$ cat config.mk
export PLATFORM = sky130hd
export DESIGN_NAME = johnson_seq_ctrl_flat
export DESIGN_NICKNAME = d
export VERILOG_FILES = /design/src/rtl/johnson_seq_ctrl_if.sv /design/src/rtl/johnson_seq_ctrl.sv /design/src/flat_wrapper.sv
export SDC_FILE = /design/constraint.sdc
export NUM_CORES = 1
export LEC_CHECK = 0
export ABC_AREA = 1
export BUFFER_PORTS_ARGS = -buffer_cell sky130_fd_sc_hd__buf_2
export CAP_MARGIN = 40
export CORE_UTILIZATION = 45
export DETAILED_ROUTE_END_ITERATION = 10
export PLACE_DENSITY = 0.67
export SYNTH_ARGS = -nofsm -noshare
export SYNTH_HDL_FRONTEND = slang
export SYNTH_SLANG_ARGS = --single-unit
$ cat constraint.sdc
create_clock -name clk -period 5 [get_ports clk]
set_clock_uncertainty 0.05 [all_clocks]
set_input_delay 1.25 -clock clk [delete_from_list [all_inputs] [get_ports clk]]
set_output_delay 1.25 -clock clk [all_outputs]
set_load 0.02 [all_outputs]
$ cat src/rtl/johnson_seq_ctrl_if.sv
// ---------------------------------------------------------------------------
// johnson_seq_ctrl_if
// Command, control and status bundle between a control master and the
// Johnson-counter sequencer (johnson_seq_ctrl).
//
// Parameters (must match the johnson_seq_ctrl instance it is bound to):
//   WIDTH  - number of Johnson stages (sequence length 2*WIDTH), >= 2
//   STEP_W - width of the step-count field
//   PH_W   - width of the phase index
//
// Signals:
//   cmd_valid  master->slave  command present
//   cmd_ready  slave->master  sequencer can accept a command
//   cmd_dir    master->slave  0 = up, 1 = down
//   cmd_steps  master->slave  number of counter advances
//   hold       master->slave  freeze stepping while high
//   abort      master->slave  cancel the running command
//   count      slave->master  Johnson counter value
//   phase      slave->master  position of count in the up sequence
//   busy       slave->master  command in progress
//   step_tick  slave->master  high in the cycle after each advance
//   done       slave->master  one-cycle completion pulse
//   err        slave->master  one-cycle illegal-load flag
//
// Optional feature macro: JOHNSON_LOAD_EN adds cmd_load / cmd_load_val.
// ---------------------------------------------------------------------------
interface johnson_seq_ctrl_if #(
  parameter int WIDTH  = 4,
  parameter int STEP_W = 8,
  parameter int PH_W   = $clog2(2 * WIDTH)
);
  logic              cmd_valid;
  logic              cmd_ready;
  logic              cmd_dir;
  logic [STEP_W-1:0] cmd_steps;
  logic              hold;
  logic              abort;
`ifdef JOHNSON_LOAD_EN
  logic              cmd_load;
  logic [WIDTH-1:0]  cmd_load_val;
`endif
  logic [WIDTH-1:0]  count;
  logic [PH_W-1:0]   phase;
  logic              busy;
  logic              step_tick;
  logic              done;
  logic              err;

`ifdef JOHNSON_LOAD_EN
  modport master (
    output cmd_valid, cmd_dir, cmd_steps, hold, abort, cmd_load, cmd_load_val,
    input  cmd_ready, count, phase, busy, step_tick, done, err
  );
  modport slave (
    input  cmd_valid, cmd_dir, cmd_steps, hold, abort, cmd_load, cmd_load_val,
    output cmd_ready, count, phase, busy, step_tick, done, err
  );
`else
  modport master (
    output cmd_valid, cmd_dir, cmd_steps, hold, abort,
    input  cmd_ready, count, phase, busy, step_tick, done, err
  );
  modport slave (
    input  cmd_valid, cmd_dir, cmd_steps, hold, abort,
    output cmd_ready, count, phase, busy, step_tick, done, err
  );
`endif
endinterface

$ cat src/rtl/johnson_seq_ctrl.sv
// ---------------------------------------------------------------------------
// johnson_seq_ctrl
// Command-driven sequencer owning a WIDTH-stage Johnson counter. One command
// is accepted per cmd_valid/cmd_ready handshake; the counter is then stepped
// cmd_steps positions up or down, and done pulses for one cycle at the end.
// hold freezes stepping, abort cancels the command (abort wins over hold).
//
// Ports:
//   clk  - rising-edge clock
//   rst  - asynchronous, active-high reset
//   bus  - johnson_seq_ctrl_if.slave: command handshake, hold/abort controls
//          and count/phase/busy/step_tick/done/err status
//
// Optional feature macro: JOHNSON_LOAD_EN
//   When defined, a command with cmd_load=1 loads cmd_load_val directly into
//   the counter (if it is a legal Johnson code) and completes immediately;
//   an illegal code leaves count unchanged and raises err alongside done.
//   When undefined, err is tied low.
// ---------------------------------------------------------------------------
module johnson_seq_ctrl #(
  parameter int WIDTH  = 4,
  parameter int STEP_W = 8,
  parameter int PH_W   = $clog2(2 * WIDTH)
) (
  input  logic                  clk,
  input  logic                  rst,
  johnson_seq_ctrl_if.slave     bus
);

  localparam int unsigned    NSTATES   = 2 * WIDTH;
  localparam logic [STEP_W-1:0] STEP_ZERO = {STEP_W{1'b0}};
  localparam logic [STEP_W-1:0] STEP_ONE  = {{(STEP_W-1){1'b0}}, 1'b1};
  localparam logic [WIDTH-1:0]  CNT_ZERO  = {WIDTH{1'b0}};

  typedef enum logic [1:0] {
    ST_IDLE = 2'd0,
    ST_RUN  = 2'd1,
    ST_DONE = 2'd2
  } state_t;

  // Next Johnson code going up: shift left, feed back the inverted MSB.
  function automatic logic [WIDTH-1:0] step_up(input logic [WIDTH-1:0] c);
    return {c[WIDTH-2:0], ~c[WIDTH-1]};
  endfunction

  // Next Johnson code going down: shift right, feed back the inverted LSB.
  function automatic logic [WIDTH-1:0] step_down(input logic [WIDTH-1:0] c);
    return {~c[0], c[WIDTH-1:1]};
  endfunction

  function automatic int unsigned popcount(input logic [WIDTH-1:0] c);
    int unsigned ones;
    ones = 0;
    for (int i = 0; i < WIDTH; i++) begin
      ones = ones + int'(c[i]);
    end
    return ones;
  endfunction

  // In the up sequence the filling half (LSB set, or all zero) has
  // phase = number of ones; the draining half has phase = 2*WIDTH - ones.
  function automatic logic [PH_W-1:0] phase_of(input logic [WIDTH-1:0] c);
    int unsigned ones;
    ones = popcount(c);
    if (c[0] || (c == CNT_ZERO)) begin
      return PH_W'(ones);
    end else begin
      return PH_W'(NSTATES - ones);
    end
  endfunction

`ifdef JOHNSON_LOAD_EN
  // A legal Johnson code has at most one boundary between adjacent bits.
  function automatic logic load_legal(input logic [WIDTH-1:0] v);
    int unsigned edges;
    edges = 0;
    for (int i = 0; i < WIDTH - 1; i++) begin
      if (v[i] != v[i+1]) begin
        edges = edges + 1;
      end
    end
    return (edges <= 1);
  endfunction
`endif

  state_t            state_r;
  logic [WIDTH-1:0]  count_r;
  logic [STEP_W-1:0] remaining_r;
  logic              dir_r;
  logic              busy_r;
  logic              done_r;
  logic              step_tick_r;
  logic              ready_r;
`ifdef JOHNSON_LOAD_EN
  logic              err_r;
`endif
  logic [PH_W-1:0]   phase_s;

  // Phase index decoded combinationally from the counter register.
  always_comb begin
    phase_s = phase_of(count_r);
  end

  // Sequencer FSM: command capture, stepping, hold/abort and completion.
  always_ff @(posedge clk or posedge rst) begin
    if (rst) begin
      state_r     <= ST_IDLE;
      count_r     <= CNT_ZERO;
      remaining_r <= STEP_ZERO;
      dir_r       <= 1'b0;
      busy_r      <= 1'b0;
      done_r      <= 1'b0;
      step_tick_r <= 1'b0;
      ready_r     <= 1'b1;
`ifdef JOHNSON_LOAD_EN
      err_r       <= 1'b0;
`endif
    end else begin
      // Pulse outputs default low; the branches below raise them.
      done_r      <= 1'b0;
      step_tick_r <= 1'b0;
`ifdef JOHNSON_LOAD_EN
      err_r       <= 1'b0;
`endif
      case (state_r)
        ST_IDLE: begin
          if (bus.cmd_valid && ready_r) begin
            ready_r <= 1'b0;
`ifdef JOHNSON_LOAD_EN
            if (bus.cmd_load) begin
              // Loads finish in one cycle; illegal codes are rejected.
              state_r <= ST_DONE;
              done_r  <= 1'b1;
              if (load_legal(bus.cmd_load_val)) begin
                count_r <= bus.cmd_load_val;
              end else begin
                err_r   <= 1'b1;
              end
            end else
`endif
            begin
              dir_r       <= bus.cmd_dir;
              remaining_r <= bus.cmd_steps;
              if (bus.cmd_steps != STEP_ZERO) begin
                state_r <= ST_RUN;
                busy_r  <= 1'b1;
              end else begin
                // Zero-length command completes without touching count.
                state_r <= ST_DONE;
                done_r  <= 1'b1;
              end
            end
          end else begin
            ready_r <= 1'b1;
          end
        end

        ST_RUN: begin
          if (bus.abort) begin
            // Abort overrides hold: drop the command, keep count, no done.
            state_r     <= ST_IDLE;
            busy_r      <= 1'b0;
            ready_r     <= 1'b1;
            remaining_r <= STEP_ZERO;
          end else if (!bus.hold) begin
            count_r     <= dir_r ? step_down(count_r) : step_up(count_r);
            remaining_r <= remaining_r - STEP_ONE;
            step_tick_r <= 1'b1;
            if (remaining_r == STEP_ONE) begin
              state_r <= ST_DONE;
              busy_r  <= 1'b0;
              done_r  <= 1'b1;
            end else begin
              state_r <= ST_RUN;
            end
          end else begin
            state_r <= ST_RUN;
          end
        end

        ST_DONE: begin
          state_r <= ST_IDLE;
          ready_r <= 1'b1;
        end

        default: begin
          state_r <= ST_IDLE;
          busy_r  <= 1'b0;
          ready_r <= 1'b1;
        end
      endcase
    end
  end

  assign bus.count     = count_r;
  assign bus.phase     = phase_s;
  assign bus.busy      = busy_r;
  assign bus.done      = done_r;
  assign bus.step_tick = step_tick_r;
  assign bus.cmd_ready = ready_r;
`ifdef JOHNSON_LOAD_EN
  assign bus.err       = err_r;
`else
  assign bus.err       = 1'b0;
`endif

endmodule

$ cat src/flat_wrapper.sv
// flat-port wrapper written by rule: the top's interface ports become plain ports
module johnson_seq_ctrl_flat 
#(
  parameter int WIDTH  = 4,
  parameter int STEP_W = 8,
  parameter int PH_W   = $clog2(2 * WIDTH)
)
  (clk, rst, bus_cmd_valid, bus_cmd_dir, bus_cmd_steps, bus_hold, bus_abort, bus_cmd_ready, bus_count, bus_phase, bus_busy, bus_step_tick, bus_done, bus_err);
  johnson_seq_ctrl_if #(.WIDTH(WIDTH), .STEP_W(STEP_W), .PH_W(PH_W)) bus_i ();
  input  logic clk;
  input  logic rst;
  input wire logic [$bits(bus_i.cmd_valid)-1:0] bus_cmd_valid;
  input wire logic [$bits(bus_i.cmd_dir)-1:0] bus_cmd_dir;
  input wire logic [$bits(bus_i.cmd_steps)-1:0] bus_cmd_steps;
  input wire logic [$bits(bus_i.hold)-1:0] bus_hold;
  input wire logic [$bits(bus_i.abort)-1:0] bus_abort;
  output wire logic [$bits(bus_i.cmd_ready)-1:0] bus_cmd_ready;
  output wire logic [$bits(bus_i.count)-1:0] bus_count;
  output wire logic [$bits(bus_i.phase)-1:0] bus_phase;
  output wire logic [$bits(bus_i.busy)-1:0] bus_busy;
  output wire logic [$bits(bus_i.step_tick)-1:0] bus_step_tick;
  output wire logic [$bits(bus_i.done)-1:0] bus_done;
  output wire logic [$bits(bus_i.err)-1:0] bus_err;
  assign bus_i.cmd_valid = bus_cmd_valid;
  assign bus_i.cmd_dir = bus_cmd_dir;
  assign bus_i.cmd_steps = bus_cmd_steps;
  assign bus_i.hold = bus_hold;
  assign bus_i.abort = bus_abort;
  assign bus_cmd_ready = bus_i.cmd_ready;
  assign bus_count = bus_i.count;
  assign bus_phase = bus_i.phase;
  assign bus_busy = bus_i.busy;
  assign bus_step_tick = bus_i.step_tick;
  assign bus_done = bus_i.done;
  assign bus_err = bus_i.err;
  johnson_seq_ctrl #(.WIDTH(WIDTH), .STEP_W(STEP_W), .PH_W(PH_W)) u_core (.clk(clk), .rst(rst), .bus(bus_i));
endmodule
==> impl_metrics.env, run 1 <==
export IMPL_timing_final_hold_violations=0
export IMPL_max_slew_margin=0.524
export IMPL_dieArea_um2=3000
export IMPL_clkLatencyLatePin_ps=300
export IMPL_ios=26
export IMPL_synth_distinct_cells=26
export IMPL_synth_edf_count=0
export IMPL_core_um2=2540
export IMPL_startpoint="u_core.bus.count[0]$_DFFE_PP0P_"
export IMPL_synth_area_top_cells="dfrtp_1, nand2_1, nor2_1"
export IMPL_cp_top_family="adder cells"
export IMPL_min_period_ps=3690
export IMPL_crit_top_cell="inv_1"
export IMPL_reg2reg_depth=7
export IMPL_cts_buffers=3
export IMPL_drc=0
export IMPL_cp_slowest_cell="dfrtp_1"
export IMPL_grt_pass1_vias=1047
export IMPL_dp_hpwl_um=2060
export IMPL_synth_main_ff_cell="dfrtp_1"
export IMPL_grt_util_all_layers=0.208
export IMPL_synthArstFlopShare=1.00
export IMPL_syn_area_um2=1250
export IMPL_start_util=0.492
export IMPL_slowest_delay_ps=430
export IMPL_cts_tree="done"
export IMPL_syn_inst=172
export IMPL_cp_max_fo=5
export IMPL_via_count=1141
export IMPL_drive_gt1_frac=0.222
export IMPL_critPathBufInv=5
export IMPL_r2r_start="u_core.bus.cmd_ready$_DFFE_PP1P_"
export IMPL_synth_nets=193
export IMPL_root_buffer="clkbuf_4"
export IMPL_crit_type="flop to output pin"
export IMPL_synth_top_area_frac=0.360
export IMPL_period_share=0.739
export IMPL_rows=18
export IMPL_syn_area_per_cell_um2=7.28
export IMPL_grt_max_degree=20
export IMPL_drtPass1Iterations=5
export IMPL_die_y_um=54.8
export IMPL_worst_ir_drop_vdd_v=0.000708
export IMPL_wl_per_cell_um=11.3
export IMPL_cp_required_ps=3700
export IMPL_yosysTopAreaCell="dfrtp_1"
export IMPL_vias_per_cell=5.00
export IMPL_die_x_um=54.8
export IMPL_antenna_found_initial=0
export IMPL_hold_slack_ps=438
export IMPL_io_buffer_count=24
export IMPL_cp_cell_sequence="inv_1, ha_1, inv_1, fa_1, inv_1, ha_1, inv_1, ha_1, nand2_1, o21ai_0, buf_2"
export IMPL_dpl_worst_slack_ps=1640
export IMPL_nFillCells=262
export IMPL_cts_sinks=19
export IMPL_setup_violations=0
export IMPL_hp_start="u_core.bus.busy$_DFFE_PP0P_"
export IMPL_clk_pin_slew_ps=110
export IMPL_seq_area_frac_synth=0.381
export IMPL_ys_top_cells_by_count="nand2_1, nor2_1, inv_1"
export IMPL_num_antenna_cells=0
export IMPL_wl_um=2570
export IMPL_yosysWarnings=0
export IMPL_clock_path_buffers=2
export IMPL_status="finished, final reports clean"
export IMPL_crit_arrival_ps=2390
export IMPL_cts_htree_levels=1
export IMPL_nets=220
export IMPL_grt_overflow=0
export IMPL_grt_pass1_wl_um=4450
export IMPL_max_cap_violations=0
export IMPL_hold_buffers=0
export IMPL_max_freq_mhz=271
export IMPL_synth_seq_cells=19
export IMPL_hold_depth=2
export IMPL_worst_path_stages=11
export IMPL_hp_class="flop to flop"
export IMPL_post_cts_setup_buffers=0
export IMPL_slew_viol_final=0
export IMPL_first_iter_violations=16
export IMPL_area_growth_pct=13.3
export IMPL_leakage_nw=0.768
export IMPL_critPathCaptureType="output pin"
export IMPL_critPathLaunchType="flop"
export IMPL_pwr_density_cell_nw_per_um2=696
export IMPL_setup_ws_ps=1310
export IMPL_final_util=0.558
export IMPL_synth_most_common_cell="nand2_1"
export IMPL_tightest_slew_ps=713
export IMPL_place_gp_congestion=0.804
export IMPL_postRouteAntennaNets=0
export IMPL_final_setup_tns_ps=0
export IMPL_grt_setup_unrepaired="no"
export IMPL_cts_repair_resized=0
-- worst min-delay path, cell delays in order (launching register included) --
cell and delay [ps]:
dfrtp_1 360, nand2_1 60, nand2_1 50
-- per-stage QoR --
| step | cell area, µm² | std cells | total power, mW |
|---|---|---|---|
| 3_3_place_gp | 1390 | 224 | 0.889 |
| 2_1_floorplan | 1250 | 172 | 0.753 |
| 3_5_place_dp | 1390 | 224 | 0.916 |
| 4_1_cts | 1420 | 228 | 1.00 |
| 5_1_grt | 1420 | 228 | 1.11 |
| 6_report | 1420 | 228 | 0.988 |
-- area by class of cell --
cell class                      count  area (µm²)  share of cell area
Multi-Input combinational cell    124         654               0.461
Sequential cell                    19         477               0.336
Timing Repair Buffer               24         120              0.0847
Inverter                           27         103              0.0723
Tap cell                           30        37.5              0.0265
Clock buffer                        3        22.5              0.0159
Clock inverter                      1        5.00             0.00353
-- cell families (layout without fill, tap and decap cells) --
logic type | count (synthesis) | count (layout) | synth area share
other | 1 | 1 | 0.00299
AND/OR/NAND/NOR | 84 | 84 | 0.287
adder cells (fa/ha/maj) | 7 | 7 | 0.0759
buffers and inverters | 29 | 55 | 0.0969
XOR/XNOR | 1 | 1 | 0.00699
AO/OA/AOI/OAI | 31 | 31 | 0.150
flip-flops | 19 | 19 | 0.381
-- placed cells by master, fill, tap and decap left out, drive strengths merged --
master  synthesis  routed
a21boi          1       1
a21oi           3       3
a31oi           1       1
buf             2      24
clkbuf          0       3
clkinv          1       2
conb            1       1
dfrtp          18      18
dfstp           1       1
fa              1       1
ha              6       6
inv            26      26
nand2          47      47
nand3           9       9
nand4           1       1
nor2           27      27
o211ai          4       4
o21ai          22      22
xnor2           1       1
-- sequential cells by signal, indices dropped and copies added (netlist names) --
register,flops
u_core.bus.busy,1
u_core.dir_r,1
u_core.bus.cmd_ready,1
u_core.bus.count,4
u_core.bus.step_tick,1
u_core.remaining_r,8
u_core.bus.done,1
u_core.state_r,2
-- layer usage --
metal / routed length (µm) / global-route usage / vias to the layer above
met3: 89 / 0.0500 / 2
met4: 12 / 0.0427 / 0
met2: 1370 / 0.394 / 17
li1: - / - / 592
met1: 1100 / 0.231 / 530
met5: 0 / 0 / -
-- final timing paths --
| kind | to | slack (ps) |
|---|---|---|
| min reg2reg | u_core.bus.busy$_DFFE_PP0P_ | 440 |
| max in group asynchronous | u_core.remaining_r[6]$_DFFE_PP0P_ | 3460 |
| max reg2reg | u_core.remaining_r[5]$_DFFE_PP0P_ | 3490 |
| max | bus_phase[1] | 1310 |
| min in group asynchronous | u_core.bus.busy$_DFFE_PP0P_ | 990 |
| min | u_core.bus.busy$_DFFE_PP0P_ | 440 |
-- power by group --
group / internal [mW] / switching (mW)
registers: 0.220 / 0.0612
clock network: 0.0298 / 0.0501
logic: 0.220 / 0.407
(Power assumes the default switching activity.)
==> inputs of run 2 (changes only) <==
ABC_AREA = 0   (was 1)
PLACE_DENSITY = 0.7   (was 0.67)
clock period = 3.3 ns   (was 5 ns; I/O delays follow)
==> run 2 against run 1 <==
Non-clock buffer count is 2 higher; largest cell class unchanged; worst hold slack better by 40 ps; worst setup slack worse by 1200 ps.
==> impl_metrics.env, run 2 <==
export IMPL_worst_ir_drop_vdd_v=0.00129
export IMPL_synth_distinct_cells=40
export IMPL_hp_class="flop to flop"
export IMPL_leakage_nw=0.664
export IMPL_max_cap_violations=0
export IMPL_nets=173
export IMPL_grt_pass1_vias=935
export IMPL_grt_overflow=0
export IMPL_wl_met1_um=1100
export IMPL_synth_main_ff_cell="dfrtp_1"
export IMPL_grt_util_all_layers=0.209
export IMPL_max_slew_margin=0.501
export IMPL_ys_top_cells_by_count="dfrtp_1, inv_1, o21ai_0"
export IMPL_whs_endpoint="u_core.bus.cmd_ready$_DFFE_PP1P_"
export IMPL_layout_common_cells="buf_2, dfrtp_1, o21ai_0"
export IMPL_postRouteAntennaNets=0
export IMPL_cp_required_ps=2420
export IMPL_dp_hpwl_um=1870
export IMPL_cts_tree="done"
export IMPL_clkLatencyLatePin_ps=310
export IMPL_seq_area_frac_synth=0.411
export IMPL_synth_area_top_cells="dfrtp_1, ha_1, o21ai_0"
export IMPL_cts_buffers=3
export IMPL_crit_type="flop to output pin"
export IMPL_first_iter_violations=32
export IMPL_dr_wl_met3_um=165
export IMPL_dpl_worst_slack_ps=374
export IMPL_clock_path_buffers=2
export IMPL_drive_gt1_frac=0.318
export IMPL_synth_edf_count=0
export IMPL_critPathLaunchType="flop"
export IMPL_vias_per_cell=5.48
export IMPL_timing_final_hold_violations=0
export IMPL_tightest_slew_ps=747
export IMPL_synthArstFlopShare=1.00
export IMPL_dieArea_um2=2790
export IMPL_grt_pass1_wl_um=4110
export IMPL_reg2reg_to="u_core.remaining_r[4]$_DFFE_PP0P_"
export IMPL_die_x_um=52.8
export IMPL_yosysWarnings=0
export IMPL_cp_max_fo=5
export IMPL_hold_slack_ps=478
export IMPL_rows=18
export IMPL_io_buffer_count=24
export IMPL_reg2reg_depth=4
export IMPL_core_um2=2450
export IMPL_period_share=0.968
export IMPL_r2r_start="u_core.bus.cmd_ready$_DFFE_PP1P_"
export IMPL_wl_um=2590
export IMPL_drc=0
export IMPL_synth_seq_cells=19
export IMPL_regMostFlops="u_core.remaining_r"
export IMPL_yosysTopAreaCell="dfrtp_1"
export IMPL_antenna_found_initial=0
export IMPL_reg2reg_setup_slack_ps=1630
export IMPL_setup_ws_ps=107
export IMPL_largest_reg_flops=8
export IMPL_hold_depth=2
export IMPL_finalNonFillerCells=181
export IMPL_ios=26
export IMPL_max_freq_mhz=313
export IMPL_synth_most_common_cell="dfrtp_1"
export IMPL_drtPass1Iterations=4
export IMPL_highest_layer="met4"
export IMPL_start_util=0.473
export IMPL_crit_arrival_ps=2320
export IMPL_root_buffer="clkbuf_4"
export IMPL_synth_top_area_frac=0.388
export IMPL_cts_htree_levels=1
export IMPL_slew_viol_final=0
export IMPL_synth_nets=147
export IMPL_status="finished, final reports clean"
export IMPL_hold_buffers=0
export IMPL_pwr_density_cell_nw_per_um2=1210
export IMPL_critPathCaptureType="output pin"
export IMPL_grt_max_degree=20
export IMPL_min_period_ps=3190
export IMPL_hp_start="u_core.bus.cmd_ready$_DFFE_PP1P_"
export IMPL_num_antenna_cells=0
export IMPL_cts_sinks=19
export IMPL_wl_per_cell_um=14.3
export IMPL_via_count=992
export IMPL_layout_commonest_cell="buf_2"
export IMPL_area_growth_pct=18.9
export IMPL_syn_area_per_cell_um2=9.22
export IMPL_placedCellCount=175
export IMPL_wl_met2_um=1310
export IMPL_setup_violations=0
export IMPL_clk_pin_slew_ps=120
export IMPL_place_gp_congestion=0.791
export IMPL_die_y_um=52.8
export IMPL_syn_area_um2=1160
export IMPL_syn_inst=126
-- run 2: cell families after synthesis --
family,count (synthesis),share of synthesized area
compound gates,42,0.226
simple gates,32,0.153
buf+inv,20,0.0819
flops,19,0.411
fa+ha+maj,7,0.0819
mux,4,0.0356
other cells,1,0.00323
xor+xnor,1,0.00754
-- run 2: final cells by class --
cell class	instances	area, µm²
Fill cell	240	1070
Inverter	15	56.3
Multi-Input combinational cell	87	638
Clock inverter	1	5.00
Clock buffer	3	22.5
Tap cell	30	37.5
Sequential cell	19	477
Timing Repair Buffer	26	144
-- run 2: how the worst max path moves through the flow --
| stage | slack (ps) | from | to |
|---|---|---|---|
| global placement | 480 | u_core.bus.count[0]$_DFFE_PP0P_ | bus_phase[1] |
| detailed placement | 370 | u_core.bus.count[0]$_DFFE_PP0P_ | bus_phase[1] |
| floorplan | 330 | u_core.bus.count[0]$_DFFE_PP0P_ | bus_phase[2] |
| finish | 110 | u_core.bus.count[0]$_DFFE_PP0P_ | bus_phase[1] |
| CTS | 10 | u_core.bus.count[0]$_DFFE_PP0P_ | bus_phase[1] |
| global route | -6 | u_core.bus.count[0]$_DFFE_PP0P_ | bus_phase[2] |
-- run 2: per-stage QoR --
stage	setup TNS, ps	util	area, µm²	power [mW]
floorplan	0	-	1160	1.06
global placement	0	0.521	1280	1.24
detailed placement	0	0.521	1280	1.28
CTS	0	0.533	1310	1.41
global route	-5.83	0.562	1380	1.81
finish	0	0.562	1380	1.67
-- run 2: critical path, stage by stage, from the launching register on --
cell     delay, ps
dfrtp_1        450
inv_2           80
ha_4           260
inv_2           40
fa_2           360
inv_2           70
ha_4           190
inv_2           90
ha_4           200
nand2_2         70
o21ai_2         70
buf_6          150
-- run 2: what timing repair did --
action	CTS	global route
resized for setup	0	15
buffers inserted	0	2
setup endpoints to repair	0	2
-- run 2: routing by layer --
| metal | vias to the layer above | global-route usage |
|---|---|---|
| met5 | - | 0 |
| met4 | 0 | 0.0395 |
| met3 | 2 | 0.0638 |
| met2 | 38 | 0.378 |
| met1 | 458 | 0.241 |
| li1 | 494 | - |
-- run 2: where the power goes --
group	internal [mW]	total, mW	switching (mW)
clock	0.0453	0.125	0.0798
combinational	0.474	1.12	0.643
sequential	0.331	0.429	0.0973
total	0.850	1.67	0.820
